## config.mk

```make
export PLATFORM = sky130hd
export DESIGN_NAME = instruction_fetch_unit
export DESIGN_NICKNAME = d
export VERILOG_FILES = /design/src/rtl/instruction_fetch_unit.sv
export SDC_FILE = /design/constraint.sdc
export NUM_CORES = 1
export LEC_CHECK = 0
export ABC_AREA = 1
export ABC_CLOCK_PERIOD_IN_PS = 2900
export CORE_MARGIN = 8
export CORE_UTILIZATION = 50
export DETAILED_ROUTE_END_ITERATION = 12
export PLACE_DENSITY = 0.73
export SLEW_MARGIN = 20
export SYNTH_ARGS = -nofsm -noshare
export SYNTH_HDL_FRONTEND = slang
export SYNTH_SLANG_ARGS = --single-unit
```

## constraint.sdc

```tcl
create_clock -name CLK -period 2.9 [get_ports CLK]
set_input_delay 0.58 -clock CLK [delete_from_list [all_inputs] [get_ports CLK]]
set_output_delay 0.58 -clock CLK [all_outputs]
set_load 0.1 [all_outputs]
```

## src/rtl/instruction_fetch_unit.sv

```systemverilog
// PC and instruction-fetch stage: fetches 32-bit words with a busywait handshake,
// latches them into IR, exposes decoded fields and selects the next PC from JUMP/BRANCH/ZERO.
module instruction_fetch_unit #(
    parameter logic [31:0] PC_RESET     = 32'd0,
    parameter int unsigned OFFSET_SHIFT = 2
) (
    input  logic        CLK,
    input  logic        RESET,
    input  logic [31:0] INSTR_READDATA,
    input  logic        INSTR_BUSYWAIT,
    input  logic        DATA_BUSYWAIT,
    input  logic        JUMP,
    input  logic        BRANCH,
    input  logic        ZERO,
    output logic [31:0] PC,
    output logic        INSTR_READ,
    output logic        INSTR_VALID,
    output logic [7:0]  OPCODE,
    output logic [2:0]  RD,
    output logic [2:0]  RT,
    output logic [2:0]  RS,
    output logic [7:0]  IMMEDIATE,
    output logic [7:0]  OFFSET,
    output logic [15:0] RETIRED
);

    typedef enum logic [1:0] {StIdle, StFetch, StIssue} state_t;

    state_t      state_q;
    logic [31:0] pc_q;
    logic [31:0] ir_q;
    logic [15:0] retired_q;
    logic        instr_read_q;
    logic        instr_valid_q;

    logic        taken;
    logic [31:0] pc_plus4;
    logic [31:0] offset_ext;
    logic [31:0] next_pc;

    // JUMP+BRANCH together encode bne; BRANCH alone is beq.
    always_comb begin
        taken = 1'b0;
        unique case ({JUMP, BRANCH})
            2'b10:   taken = 1'b1;
            2'b01:   taken = ZERO;
            2'b11:   taken = ~ZERO;
            default: taken = 1'b0;
        endcase
    end

    always_comb begin
        pc_plus4   = pc_q + 32'd4;
        offset_ext = {{24{ir_q[23]}}, ir_q[23:16]} << OFFSET_SHIFT;
        next_pc    = taken ? (pc_plus4 + offset_ext) : pc_plus4;
    end

    always_ff @(posedge CLK or posedge RESET) begin
        if (RESET) begin
            state_q       <= StIdle;
            pc_q          <= PC_RESET;
            ir_q          <= 32'd0;
            retired_q     <= 16'd0;
            instr_read_q  <= 1'b0;
            instr_valid_q <= 1'b0;
        end else begin
            case (state_q)
                StIdle: begin
                    state_q      <= StFetch;
                    instr_read_q <= 1'b1;
                end
                StFetch: begin
                    if (!INSTR_BUSYWAIT) begin
                        ir_q          <= INSTR_READDATA;
                        state_q       <= StIssue;
                        instr_read_q  <= 1'b0;
                        instr_valid_q <= 1'b1;
                    end
                end
                StIssue: begin
                    // PC update and the next fetch request share this edge.
                    if (!DATA_BUSYWAIT) begin
                        pc_q          <= next_pc;
                        retired_q     <= retired_q + 16'd1;
                        state_q       <= StFetch;
                        instr_read_q  <= 1'b1;
                        instr_valid_q <= 1'b0;
                    end
                end
                default: begin
                    state_q       <= StIdle;
                    instr_read_q  <= 1'b0;
                    instr_valid_q <= 1'b0;
                end
            endcase
        end
    end

    logic unused_ir_bits;
    assign unused_ir_bits = ^ir_q[15:11];

    assign PC          = pc_q;
    assign INSTR_READ  = instr_read_q;
    assign INSTR_VALID = instr_valid_q;
    assign RETIRED     = retired_q;
    assign OPCODE      = ir_q[31:24];
    assign OFFSET      = ir_q[23:16];
    assign RD          = ir_q[18:16];
    assign RT          = ir_q[10:8];
    assign RS          = ir_q[2:0];
    assign IMMEDIATE   = ir_q[7:0];

endmodule
```

-- Word-level counts from Yosys, hierarchy flattened
Cells that the tools add are included.
- ROM bits: 0
- memories: 0
- register bits: 84
- RAM bits: 0
- word-level logic and storage cells: 36
- input bits: 39
- bits in latches: 0
- output and inout port bits: 83
- divide/modulo/power cells: 0
- reduce and logical (&&, ||, !) cells: 5
- bitwise gates (word level): 4
- multiply operators: 0
- add/subtract/negate cells: 3
- multiplexer cells: 11
- $lt $le $gt $ge: 0
- eq/ne operators: 7
- shift-type cells: 0
- operator list (kind ; number):
    $add A32 B3 Y32 const B ; 1
    $add A32 B32 Y32 ; 1
    $mux W32 ; 1
    $add A16 B1 Y16 const B ; 1
    $pmux W1 S3 ; 3
    $eq A2 B2 Y1 const B ; 3
    $pmux W2 S3 ; 1
    $reduce_and A2 Y1 ; 3
    $eq A2 B1 Y1 const B ; 2
    $mux W1 ; 4
    $mux W2 ; 2
    $ne A2 B2 Y1 const B ; 2
    $not A1 Y1 ; 4
    $reduce_and A3 Y1 ; 1
    $logic_not A2 Y1 ; 1

-- Depth between registers and ports, before layout
Gate-level depths: netlist (run 1).
- depth after elaboration: 3
- gate-level depth with buffers: 22
- mapped depth without buffers: 21

-- Least setup slack after synthesis (run 1)
No wires, ideal clock.
- path kind: reg-to-reg
- start: reg pc_q[2] (netlist: PC[2])
- end: reg pc_q[29] (netlist: PC[29])
- path slack: -0.415 ns
- cell stages (with the launch flop): 18
- library setup time: 0.078 ns
- required time: 2.822 ns
- data arrival time: 3.237 ns
- path buffers: 0
- path through: dfrtp_1 ha_1 nand2_1 nor2_2 nand3_2 inv_2 nand3_1 xor2_1 ha_1 a21oi_1 nor2_1 nor2_1 nand2_1 a21oi_1 nand2_1 nand2_1 nand3_1 a21oi_1
- word-level cells in the longest chain between the ends: 3
- RTL lines (element ; line ; text):
    start: declaration ; 30 ; logic [31:0] pc_q;
    start signal: assignment ; 83 ; pc_q <= next_pc;
    $add A32 B3 Y32 * ; 53 ; pc_plus4 = pc_q + 32'd4;
    $add A32 B32 Y32 ; 55 ; next_pc = taken ? (pc_plus4 + offset_ext) : pc_plus4;
    $mux W32 * ; 55 ;
Every way passes the cells marked *; elsewhere a longest branch is shown, timed or not.
A chain may end at the register's enable or synchronous reset.

-- Final worst setup path (run 1)
- start: reg pc_q[18] (netlist: PC[18])
- end: reg pc_q[28] (netlist: PC[28])
Same word-level chain as after synthesis.

==> results of run 1 <==
==> layout make-up <==
cell class	instances	area, um2
Multi-Input combinational cell	715	4567
Clock inverter	6	71.32
Timing Repair Buffer	177	1440
Tap cell	172	215.2
Clock buffer	10	239.0
Fill cell	1032	3607
Sequential cell	76	1929
Inverter	132	499.2
==> timing repair <==
| action | in CTS | in global routing |
|---|---|---|
| buffers inserted | 0 | 12 |
| gates resized for setup | 2 | 135 |
| endpoints found under the setup margin | 2 | 20 |
| pin swaps | 0 | 39 |
==> flip-flops by register name, indices dropped and copies added, names as in the netlist <==
name / flops
PC: 30
state_q: 2
INSTR_VALID: 1
ir_q: 27
RETIRED: 16
==> worst max path at each step <==
stage                        from            endpoint
6_report       PC[18]$_DFFE_PP0P_  PC[28]$_DFFE_PP0P_
5_1_grt        PC[18]$_DFFE_PP0P_  PC[28]$_DFFE_PP0P_
3_5_place_dp    PC[2]$_DFFE_PP0P_  PC[28]$_DFFE_PP0P_
4_1_cts         PC[2]$_DFFE_PP0P_  PC[28]$_DFFE_PP0P_
3_3_place_gp    PC[7]$_DFFE_PP0P_  PC[20]$_DFFE_PP0P_
2_1_floorplan   PC[2]$_DFFE_PP0P_  PC[29]$_DFFE_PP0P_
==> synthesized netlist by cell type <==
| master | n | area share (%) |
|---|---|---|
| sky130_fd_sc_hd__and2_1 | 3 | 0.29 |
| sky130_fd_sc_hd__nand4_2 | 1 | 0.19 |
| sky130_fd_sc_hd__buf_4 | 9 | 1.1 |
| sky130_fd_sc_hd__o21ai_1 | 6 | 0.47 |
| sky130_fd_sc_hd__nor4_1 | 1 | 0.097 |
| sky130_fd_sc_hd__fa_1 | 1 | 0.31 |
| sky130_fd_sc_hd__a31oi_1 | 4 | 0.39 |
| sky130_fd_sc_hd__clkinv_1 | 1 | 0.058 |
| sky130_fd_sc_hd__xor2_2 | 1 | 0.25 |
| sky130_fd_sc_hd__nand2_2 | 3 | 0.29 |
| sky130_fd_sc_hd__inv_1 | 126 | 7.4 |
| sky130_fd_sc_hd__nor2_2 | 11 | 1.1 |
| sky130_fd_sc_hd__nand3_2 | 3 | 0.47 |
| sky130_fd_sc_hd__nor3_4 | 1 | 0.25 |
| sky130_fd_sc_hd__clkbuf_1 | 6 | 0.35 |
| sky130_fd_sc_hd__a21o_1 | 6 | 0.70 |
| sky130_fd_sc_hd__ha_1 | 38 | 7.4 |
| sky130_fd_sc_hd__o21bai_1 | 6 | 0.70 |
| sky130_fd_sc_hd__nor2_4 | 2 | 0.35 |
| sky130_fd_sc_hd__nor2_1 | 94 | 5.5 |
| sky130_fd_sc_hd__mux2_2 | 26 | 4.6 |
| sky130_fd_sc_hd__nor3_1 | 5 | 0.39 |
| sky130_fd_sc_hd__a21oi_1 | 48 | 3.7 |
| sky130_fd_sc_hd__o21ai_0 | 14 | 1.1 |
| sky130_fd_sc_hd__dfrtp_1 | 76 | 30 |
| sky130_fd_sc_hd__o211ai_1 | 2 | 0.23 |
| sky130_fd_sc_hd__conb_1 | 1 | 0.058 |
| sky130_fd_sc_hd__a22oi_1 | 1 | 0.12 |
| sky130_fd_sc_hd__nand2_1 | 296 | 17 |
| sky130_fd_sc_hd__a21oi_2 | 1 | 0.14 |
| sky130_fd_sc_hd__buf_1 | 2 | 0.12 |
| sky130_fd_sc_hd__nand3_1 | 68 | 5.3 |
| sky130_fd_sc_hd__nand3_4 | 1 | 0.27 |
| sky130_fd_sc_hd__nand3b_1 | 5 | 0.58 |
| sky130_fd_sc_hd__nor3_2 | 4 | 0.62 |
| sky130_fd_sc_hd__or2_0 | 1 | 0.097 |
| sky130_fd_sc_hd__inv_2 | 5 | 0.29 |
| sky130_fd_sc_hd__buf_2 | 7 | 0.55 |
| sky130_fd_sc_hd__nand4_1 | 14 | 1.4 |
| sky130_fd_sc_hd__xor2_1 | 28 | 3.8 |
| sky130_fd_sc_hd__xnor2_1 | 12 | 1.6 |
| sky130_fd_sc_hd__or2_2 | 6 | 0.58 |
==> worst max-delay path, delay by kind of cell, from the launching register on <==
kind	cells	cell delay (ps)
compound gates	1	170
xor+xnor	1	190
fa+ha+maj	1	310
buf+inv	4	500
flops	1	410
simple gates	10	1190
==> cell families (layout without fill, tap and decap cells) <==
kind of cell / count (synthesis) / after routing / share of synthesized area, %
mux: 26 / 26 / 4.557
fa+ha+maj: 39 / 39 / 7.712
xor+xnor: 41 / 41 / 5.706
other cells: 1 / 2 / 0.05837
compound gates: 88 / 88 / 7.575
simple gates: 519 / 519 / 35.02
buf+inv: 156 / 325 / 9.776
flops: 76 / 76 / 29.60
==> stage by stage <==
step / cell area, um2 / utilization [%] / std cells / setup TNS [ps]
floorplan: 6467 / - / 947 / -12.50
global placement: 7898 / 62.84 / 1260 / 0
detailed placement: 7898 / 62.84 / 1260 / 0
CTS: 8210 / 65.33 / 1276 / 0
global route: 8961 / 71.30 / 1288 / -887.9
finish: 8961 / 71.30 / 1288 / 0
==> routing by layer <==
layer,track usage (%),part of all wire [%]
met5,0,0
met4,6.220,2.7
met3,5.752,7.2
met2,37.78,47
met1,29.31,43
==> impl_summary.txt, run 1 <==
----------------------------------------------------
[Logic synthesis]
  Cell Area, Synth ... 0.006425 mm2
  Avg Cell Area, Syn ... 6.792 um2
  Number of warnings issued by yosys ... 0
  Distinct cell type count after synthesis ... 42
  Number of synthesized register bits ... 76
  Part of the Yosys area used for sequential elements ... 29.60%
  Cells after Synth ... 946

[Drt]
  Number of nets still failing antenna checks after routing ... 0
  Average routed wire per standard cell ... 15.34 um
  DRC violations left ... 0
  Number of iterations in the first detailed-routing pass ... 5
  Total wirelength of the detailed-routed design ... 19760 um
  Initial DRC Count ... 518
  Via count normalized by instance count ... 5.160
  Number of vias in the routed layout ... 6646

[Worst setup path]
  Data arrival time of the critical path ... 3100 ps
  Worst reg-to-reg setup slack ... 60 ps
  Crit-path max FO ... 4
  Critical Path Source Type ... flop
  Start of the worst register-to-register path ... PC[18]$_DFFE_PP0P_
  Worst reg2reg endpoint ... PC[28]$_DFFE_PP0P_
  Cells along the critical path ... inv_1 > nor3_2 > nand3_1 > nor2_1 > nand2_1 > xor2_1 > inv_1 > ha_4 > nand2_1 > buf_4 > nor2_2 > nand2_1 > inv_1 > nand3_2 > nand3_1 > nand3_1 > a21oi_1
  Cells on worst reg2reg path ... 17
  Type of the worst setup path ... reg -> reg
  Critical Path End Type ... flop
  Maximum single-stage delay on the critical path ... 410 ps
  Standard cell with the maximum stage delay on the critical path ... sky130_fd_sc_hd__dfrtp_2
  Critical Path RT ... 3170 ps

[Final layout]
  Fraction of layout instances using a drive strength above 1 ... 31.81%
  Antenna Diode Count ... 0
  Total number of nets in the final design ... 1189
  Highest-count cells in the layout ignoring fill and taps ... 280 x sky130_fd_sc_hd__nand2_1, 141 x sky130_fd_sc_hd__buf_4, 121 x sky130_fd_sc_hd__inv_1
  Most common cell after layout, fill and taps aside ... sky130_fd_sc_hd__nand2_1
  Layout-stage area growth over the synthesis result ... 39.47%

[Clock network]
  Maximum clock path buffer count ... 2
  Clock root cell ... sky130_fd_sc_hd__clkbuf_16
  Clock H-tree levels ... 3
  TritonCTS clock tree ... done
  Inserted Clock Buffers ... 9
  CTS Sinks ... 76
  Clock slew at the register clock pins of the worst setup and hold paths ... 60 ps
  Clk Latency, worst-skew pair ... 340 ps
  Number of buffers inserted by hold repair at cts ... 0

[STA]
  Setup repair after global routing missed its margin ... yes
  Count of final setup violators ... 0
  Max Fclk ... 352.7 MHz
  Slew at the pin with the worst max-slew slack ... 788.8 ps
  Number of max-slew violations in the final report ... 0
  WHS ... 458.4 ps
  Ratio of final minimum period to clock period ... 97.77%
  Layout Skew ... 5.398 ps
  Fin. Hold Viols ... 0
  Minimum setup slack in the final design ... 64.67 ps
  Minimum clock period ... 2835 ps
  Max-slew headroom at the worst pin ... 47.36%

[Floorplanning]
  Vertical extent of the die ... 129.4 um
  X dimension of the die ... 129.4 um
  Placement row count ... 41
  Area of the core ... 0.01257 mm2
  Initial Utilization ... 51.12%
  Die ar. ... 0.01673 mm2
  I/O pins ... 122

[Placed design]
  Post-detailed-placement half-perimeter wirelength ... 14760 um
  Placer congestion estimate ... 0.9292
  Placement Setup Slack ... 4.952 ps
  Port Buf Inserts ... 114

[Run]
  # Max-Cap Violations ... 0

[Global routing]
  Initial antenna violation count ... 0
  Overflow left after global routing ... 0
  Largest net degree at the start of global routing ... 68
  Global-route wire length before repair ... 30460 um
  Via count of the first global-routing pass ... 6286
  Overall routing resource usage ... 22.96%

[Outcome]
  Run status ... finished clean

[Hold path]
  Type of the tightest min-delay check ... in -> async

----------------------------------------------------
Power of run 1 is not shown: default switching activity piles up to over one toggle a cycle in this logic, so the estimate is an artifact.
==> run 2, diff against run 1 <==
--- a/config.mk
+++ b/config.mk
@@ -7,10 +7,11 @@
 export LEC_CHECK = 0
 export ABC_AREA = 1
 export ABC_CLOCK_PERIOD_IN_PS = 2900
+export CORE_ASPECT_RATIO = 0.8
 export CORE_MARGIN = 8
-export CORE_UTILIZATION = 50
+export CORE_UTILIZATION = 35
 export DETAILED_ROUTE_END_ITERATION = 12
-export PLACE_DENSITY = 0.73
+export PLACE_DENSITY = 0.53
 export SLEW_MARGIN = 20
 export SYNTH_ARGS = -nofsm -noshare
 export SYNTH_HDL_FRONTEND = slang
==> run 2 against run 1 <==
Clock skew grew 4.0 ps. Via count is 0.81% higher. Non-clock buffer count increased by 49. Maximum frequency down 0.39%. First-iteration DRC count is 24% lower. Die area rose by 37%. Critical path depth is 1 lower. Critical path type unchanged.
==> impl_summary.txt, run 2 (synthesized netlist as in run 1, its figures left out) <==
----------------------------------------------------
[Outcome]
  Run status ... finished clean

[Clock network]
  CTS Sinks ... 76 (unchanged)
  Clock root cell ... sky130_fd_sc_hd__clkbuf_16
  Maximum clock path buffer count ... 2 (unchanged)
  Number of buffers inserted by hold repair at cts ... 0 (unchanged)
  Clock slew at the register clock pins of the worst setup and hold paths ... 70 ps (about the same)
  Clk Latency, worst-skew pair ... 340 ps (about the same)
  Inserted Clock Buffers ... 9 (unchanged)
  Clock H-tree levels ... 3 (unchanged)
  TritonCTS clock tree ... done

[Worst setup path]
  Crit-path max FO ... 6 (+2)
  Cells on worst reg2reg path ... 16 (-1)
  Launch point of the worst path ... PC[2]$_DFFE_PP0P_
  Critical Path Source Type ... flop
  Data arrival time of the critical path ... 3120 ps (+20 ps)
  Worst reg2reg endpoint ... PC[27]$_DFFE_PP0P_
  Critical Path RT ... 3170 ps (about the same)
  Worst reg-to-reg setup slack ... 50 ps (about the same)
  Critical Path End Type ... flop
  Type of the worst setup path ... reg -> reg
  Capturing instance or port of the critical path ... PC[27]$_DFFE_PP0P_
  Start of the worst register-to-register path ... PC[2]$_DFFE_PP0P_

[Run]
  # Max-Cap Violations ... 0 (unchanged)

[Placed design]
  Placed insts ... 1370 (+8.7%)
  Placer congestion estimate ... 0.8619 (-7.2%)
  Port Buf Inserts ... 114 (unchanged)
  Area after DPL ... 0.008361 mm2 (+5.9%)
  Post-detailed-placement half-perimeter wirelength ... 17150 um (+16%)

[Drt]
  Via count normalized by instance count ... 4.803 (-6.9%)
  Number of nets still failing antenna checks after routing ... 0 (unchanged)
  Initial DRC Count ... 396 (-24%)
  Number of vias in the routed layout ... 6700 (+0.81%)
  Number of iterations in the first detailed-routing pass ... 5 (unchanged)
  DRC violations left ... 0 (unchanged)
  Total wirelength of the detailed-routed design ... 22030 um (+11%)
  Average routed wire per standard cell ... 15.79 um (+2.9%)

[Global routing]
  Overflow left after global routing ... 0 (unchanged)
  Via count of the first global-routing pass ... 6125 (-2.6%)
  Global-route wire length before repair ... 33100 um (+8.7%)
  Initial antenna violation count ... 0 (unchanged)
  Largest net degree at the start of global routing ... 44 (-35%)
  Overall routing resource usage ... 18.20% (-4.8 points)

[Final layout]
  Antenna Diode Count ... 0 (unchanged)
  Fraction of layout instances using a drive strength above 1 ... 37.94% (+6.1 points)
  # fillers ... 1768 (+71%)
  Highest-count cells in the layout ignoring fill and taps ... 259 x sky130_fd_sc_hd__nand2_1, 187 x sky130_fd_sc_hd__buf_4, 116 x sky130_fd_sc_hd__inv_1
  Most common cell after layout, fill and taps aside ... sky130_fd_sc_hd__nand2_1
  Flip-flop count of the largest register, all copies and words added ... 30 (unchanged)
  Final Instance Area ... 0.009684 mm2 (+8.1%)
  Final Non-Filler Cells ... 1395 (+8.3%)
  Layout-stage area growth over the synthesis result ... 50.73%
  Total number of nets in the final design ... 1238 (+4.1%)

[STA]
  Max-slew headroom at the worst pin ... 59.21% (+12 points)
  Setup repair after global routing missed its margin ... yes
  Fin. Hold Viols ... 0 (unchanged)
  Ratio of final minimum period to clock period ... 98.16% (+0.39 points)
  Number of max-slew violations in the final report ... 0 (unchanged)
  Count of final setup violators ... 0 (unchanged)
  Layout Skew ... 9.420 ps (+4.022 ps)
  Max Fclk ... 351.3 MHz (-0.39%)
  Minimum clock period ... 2847 ps (+11.22 ps)
  Slew at the pin with the worst max-slew slack ... 611.1 ps (-177.7 ps)

[Floorplanning]
  I/O pins ... 122 (unchanged)
  Area of the core ... 0.01806 mm2 (+44%)
  Placement row count ... 44 (+7.3%)
  Initial Utilization ... 35.58% (-16 points)
  X dimension of the die ... 167.5 um (+29%)
  Vertical extent of the die ... 137.2 um (+6.1%)
  Die ar. ... 0.02298 mm2 (+37%)

[Hold path]
  Type of the tightest min-delay check ... reg -> reg

----------------------------------------------------
## run 2: changes by cell type in the layout (fill, tap and decap cells not counted), moves of 4 or more
| cell | delta |
|---|---|
| sky130_fd_sc_hd__a21oi_1 | -4 |
| sky130_fd_sc_hd__buf_4 | +46 |
| sky130_fd_sc_hd__ha_1 | -5 |
| sky130_fd_sc_hd__ha_4 | +4 |
| sky130_fd_sc_hd__inv_1 | -5 |
| sky130_fd_sc_hd__inv_2 | +5 |
| sky130_fd_sc_hd__nand2_1 | -21 |
| sky130_fd_sc_hd__nand2_2 | +14 |
| sky130_fd_sc_hd__nand2_4 | +7 |
| sky130_fd_sc_hd__nand3_1 | -7 |
| sky130_fd_sc_hd__nand3_2 | +5 |
| sky130_fd_sc_hd__nor2_2 | -8 |
| sky130_fd_sc_hd__nor2_4 | +7 |
| sky130_fd_sc_hd__xor2_2 | -5 |
## run 2: worst min-delay path by stage
stage,start,endpoint,cells past startpoint
final,RETIRED[14]$_DFFE_PP0P_,RETIRED[14]$_DFFE_PP0P_,1
after global routing,ir_q[4]$_DFFE_PP0P_,ir_q[4]$_DFFE_PP0P_,1
after CTS,ir_q[24]$_DFFE_PP0P_,ir_q[24]$_DFFE_PP0P_,1
after detailed placement,ir_q[30]$_DFFE_PP0P_,ir_q[30]$_DFFE_PP0P_,1
after global placement,ir_q[6]$_DFFE_PP0P_,ir_q[6]$_DFFE_PP0P_,1
after floorplan,state_q[1]$_DFFE_PP0P_,INSTR_VALID$_DFFE_PP0P_,3
## run 2: stage by stage
| step | setup WS [ps] | hold WS, ps | utilization (%) | setup TNS [ps] |
|---|---|---|---|---|
| after detailed placement | -185.2 | 494.6 | 46.30 | -1575 |
| after floorplan | -12.50 | 641.2 | - | -12.50 |
| after CTS | -4.113 | 508.2 | 48.70 | -4.113 |
| final | 53.45 | 498.4 | 53.63 | 0 |
| after global placement | -182.1 | 490.1 | 46.30 | -1644 |
| after global routing | -117.1 | 524.0 | 53.63 | -835.4 |
## run 2: cell type report
class                      instances  area (um2)  share of cell area (%)
clock buffer                       9       225.2                   2.326
clock inverter                     7       105.1                   1.085
inverter                         132       499.2                   5.155
multi-input combinational        715        4820                   49.77
sequential                        76        1928                   19.91
tap                              230       287.8                   2.972
timing repair buffer             226        1819                   18.79
## run 2: per-layer routing
metal,vias to the layer above,track usage (%),part of all wire (%)
met3,14,3.036,5.0
met2,145,27.27,44
met4,0,3.068,0.80
met1,3123,27.18,50
met5,-,0,0
li1,3418,-,-
## run 2: worst max-delay path: stages, from the launching register on
cell and delay [ps]:
sky130_fd_sc_hd__dfrtp_2 490, sky130_fd_sc_hd__ha_4 180, sky130_fd_sc_hd__nand2_4 50, sky130_fd_sc_hd__nor2_4 160, sky130_fd_sc_hd__nand3_4 120, sky130_fd_sc_hd__nor2_4 110, sky130_fd_sc_hd__buf_4 140, sky130_fd_sc_hd__xor2_4 210
sky130_fd_sc_hd__ha_4 250, sky130_fd_sc_hd__a21oi_1 240, sky130_fd_sc_hd__and2_4 210, sky130_fd_sc_hd__nor2_1 40, sky130_fd_sc_hd__nor2_1 110, sky130_fd_sc_hd__nand3_1 90, sky130_fd_sc_hd__nand2_1 70, sky130_fd_sc_hd__nand3_1 150
sky130_fd_sc_hd__a21oi_2 160
## run 2: what timing repair did
item | CTS | global route
endpoints found under the setup margin | 17 | 23
pin swaps | 3 | 59
resized for setup | 20 | 179
setup buffers | 1 | 10
Power of run 2 is left out for the same reason.
==> run 3, diff against run 2 <==
--- a/config.mk
+++ b/config.mk
@@ -6,12 +6,13 @@
 export NUM_CORES = 1
 export LEC_CHECK = 0
 export ABC_AREA = 1
-export ABC_CLOCK_PERIOD_IN_PS = 2900
+export ABC_CLOCK_PERIOD_IN_PS = 3500
 export CORE_ASPECT_RATIO = 0.8
 export CORE_MARGIN = 8
 export CORE_UTILIZATION = 35
 export DETAILED_ROUTE_END_ITERATION = 12
 export PLACE_DENSITY = 0.53
+export REMOVE_ABC_BUFFERS = 1
 export SLEW_MARGIN = 20
 export SYNTH_ARGS = -nofsm -noshare
 export SYNTH_HDL_FRONTEND = slang
==> constraint.sdc (replaced) <==
create_clock -name CLK -period 3.5 [get_ports CLK]
set_input_delay 0.7 -clock CLK [delete_from_list [all_inputs] [get_ports CLK]]
set_output_delay 0.7 -clock CLK [all_outputs]
set_load 0.1 [all_outputs]
==> run 3 against run 2 <==
Clock-buffer cell count is 4 higher. First-iteration DRC count is 38% lower. Largest cell class unchanged. Via count decreased by 8.4%. Sequential share of layout area rose by 4.0 points. Global-route usage decreased by 0.72 points. Critical path depth grew 1. Die area unchanged. Non-clock buffer count fell by 102. Sequential cell count stayed put. Setup slack improved by 240 ps. Maximum frequency decreased by 11%. Wire length is 8.8% lower.
==> impl_summary.txt, run 3 (synthesized netlist as in run 1, its figures left out) <==
----------------------------------------------------
[Outcome]
  Run status ... finished clean

[Worst setup path]
  Critical Path Source Type ... flop
  Cells along the critical path ... nand3_1 > nor2_1 > nand3b_1 > nor2_2 > nand2_1 > xor2_1 > inv_1 > ha_1 > a21oi_1 > o21ai_0 > nand2_1 > nand2_1 > a21oi_1 > nand2_1 > nand2_1 > nand3_1 > a21oi_1
  Critical Path RT ... 3760 ps (+590 ps)
  Type of the worst setup path ... reg -> reg
  Data arrival time of the critical path ... 3470 ps (+350 ps)
  Buffering stage count on the worst path with inverters included ... 1 (unchanged)
  Cell with the most instances on the worst path ... sky130_fd_sc_hd__nand2_1
  Worst reg2reg endpoint ... PC[28]$_DFFE_PP0P_
  Top cell family by delay on the critical path ... simple AND/OR/NAND/NOR gates
  Start of the worst register-to-register path ... PC[4]$_DFFE_PP0P_
  Maximum single-stage delay on the critical path ... 500 ps (about the same)
  CP Depth ... 17 (+1)
  Standard cell with the maximum stage delay on the critical path ... sky130_fd_sc_hd__dfrtp_1
  Cells on worst reg2reg path ... 17 (+1)
  Worst reg-to-reg setup slack ... 290 ps (+240 ps)
  Critical Path End Type ... flop
  Crit-path max FO ... 8 (+2)

[Hold path]
  Type of the tightest min-delay check ... reg -> reg
  Hold Crit Endpoint ... ir_q[25]$_DFFE_PP0P_
  Worst hold path cell count ... 1 (unchanged)
  Worst hold path startpoint ... ir_q[25]$_DFFE_PP0P_

[Floorplanning]
  Placement row count ... 44 (unchanged)
  Area of the core ... 0.01806 mm2 (unchanged)
  I/O pins ... 122 (unchanged)
  Vertical extent of the die ... 137.2 um (unchanged)
  X dimension of the die ... 167.5 um (unchanged)
  Die ar. ... 0.02298 mm2 (unchanged)
  Initial Utilization ... 35.58% (unchanged)

[Placed design]
  Post-detailed-placement half-perimeter wirelength ... 16140 um (-5.9%)
  Port Buf Inserts ... 114 (unchanged)
  Placer congestion estimate ... 0.8201 (-4.8%)

[Clock network]
  Maximum clock path buffer count ... 2 (unchanged)
  Number of gates resized after CTS ... 0 (-100%)
  Inserted Clock Buffers ... 9 (unchanged)
  CTS Sinks ... 76 (unchanged)
  Number of buffers inserted by hold repair at cts ... 0 (unchanged)
  Clock slew at the register clock pins of the worst setup and hold paths ... 60 ps (about the same)
  TritonCTS clock tree ... done
  Clock root cell ... sky130_fd_sc_hd__clkbuf_16
  Post-CTS setup buffer count ... 0 (-1)
  Clock H-tree levels ... 3 (unchanged)
  Clk Latency, worst-skew pair ... 340 ps (about the same)

[STA]
  Layout Skew ... 7.051 ps (-2.369 ps)
  Max Fclk ... 311.5 MHz (-11%)
  Fin. Hold Viols ... 0 (unchanged)
  Minimum clock period ... 3210 ps (+363.2 ps)
  Total negative slack for setup checks ... 0 ps (unchanged)
  Ratio of final minimum period to clock period ... 91.71% (-6.4 points)
  Max-slew headroom at the worst pin ... 27.62% (-32 points)
  Number of max-slew violations in the final report ... 0 (unchanged)
  Setup repair after global routing missed its margin ... no
  Count of final setup violators ... 0 (unchanged)
  Slew at the pin with the worst max-slew slack ... 1085 ps (+473.4 ps)

[Final layout]
  Most common cell after layout, fill and taps aside ... sky130_fd_sc_hd__nand2_1
  Antenna Diode Count ... 0 (unchanged)
  Flip-flop count of the largest register, all copies and words added ... 30 (unchanged)
  Total number of nets in the final design ... 1136 (-8.2%)
  Fraction of layout instances using a drive strength above 1 ... 13.73% (-24 points)
  Highest-count cells in the layout ignoring fill and taps ... 296 x sky130_fd_sc_hd__nand2_1, 125 x sky130_fd_sc_hd__inv_1, 94 x sky130_fd_sc_hd__nor2_1
  Layout-stage area growth over the synthesis result ... 24.05%

[Drt]
  DRC violations left ... 0 (unchanged)
  Via count normalized by instance count ... 4.744 (-1.2%)
  Total wirelength of the detailed-routed design ... 20090 um (-8.8%)
  Average routed wire per standard cell ... 15.54 um (-1.6%)
  Number of nets still failing antenna checks after routing ... 0 (unchanged)
  Number of iterations in the first detailed-routing pass ... 5 (unchanged)
  Initial DRC Count ... 246 (-38%)
  Number of vias in the routed layout ... 6134 (-8.4%)

[Run]
  # Max-Cap Violations ... 0 (unchanged)

[Global routing]
  Global-route wire length before repair ... 31880 um (-3.7%)
  Initial antenna violation count ... 0 (unchanged)
  Via count of the first global-routing pass ... 5924 (-3.3%)
  Overflow left after global routing ... 0 (unchanged)
  Overall routing resource usage ... 17.49% (-0.72 points)
  Largest net degree at the start of global routing ... 50 (+14%)

----------------------------------------------------
[run 3: worst max-delay path by stage]
| stage | startpoint | end | slack (ps) |
|---|---|---|---|
| after floorplan | PC[2]$_DFFE_PP0P_ | PC[29]$_DFFE_PP0P_ | 110 |
| after detailed placement | PC[2]$_DFFE_PP0P_ | PC[29]$_DFFE_PP0P_ | 260 |
| after CTS | PC[2]$_DFFE_PP0P_ | PC[29]$_DFFE_PP0P_ | 240 |
| after global routing | PC[3]$_DFFE_PP0P_ | PC[29]$_DFFE_PP0P_ | 10 |
| after global placement | PC[2]$_DFFE_PP0P_ | PC[28]$_DFFE_PP0P_ | 290 |
| final | PC[4]$_DFFE_PP0P_ | PC[28]$_DFFE_PP0P_ | 290 |
[run 3: per-stage QoR]
step / hold WS, ps / setup WS [ps] / utilization, % / std cells / instance area [um2]
floorplan: 641.2 / 114.2 / - / 923 / 6296
global placement: 487.2 / 291.6 / 42.44 / 1277 / 7664
detailed placement: 491.3 / 257.7 / 42.44 / 1277 / 7664
CTS: 505.3 / 239.9 / 44.13 / 1293 / 7969
global route: 507.1 / 13.86 / 44.14 / 1293 / 7970
finish: 506.4 / 290.2 / 44.14 / 1293 / 7970
[run 3: cell type report]
cell class	instances	area [um2]
fillers	1931	10090
multi-input cells	715	3899
clock inverters	3	45.04
repair buffers	124	1079
well taps	230	287.8
inverters	132	496.7
clock buffers	13	260.3
flip-flops and latches	76	1903
[run 3: layer usage]
metal	part of all wire (%)	global-route usage, %
met5	0	0
met4	0.76	3.761
met3	7.4	5.269
met2	42	26.66
met1	50	24.05
Power of run 3 is left out for the same reason.
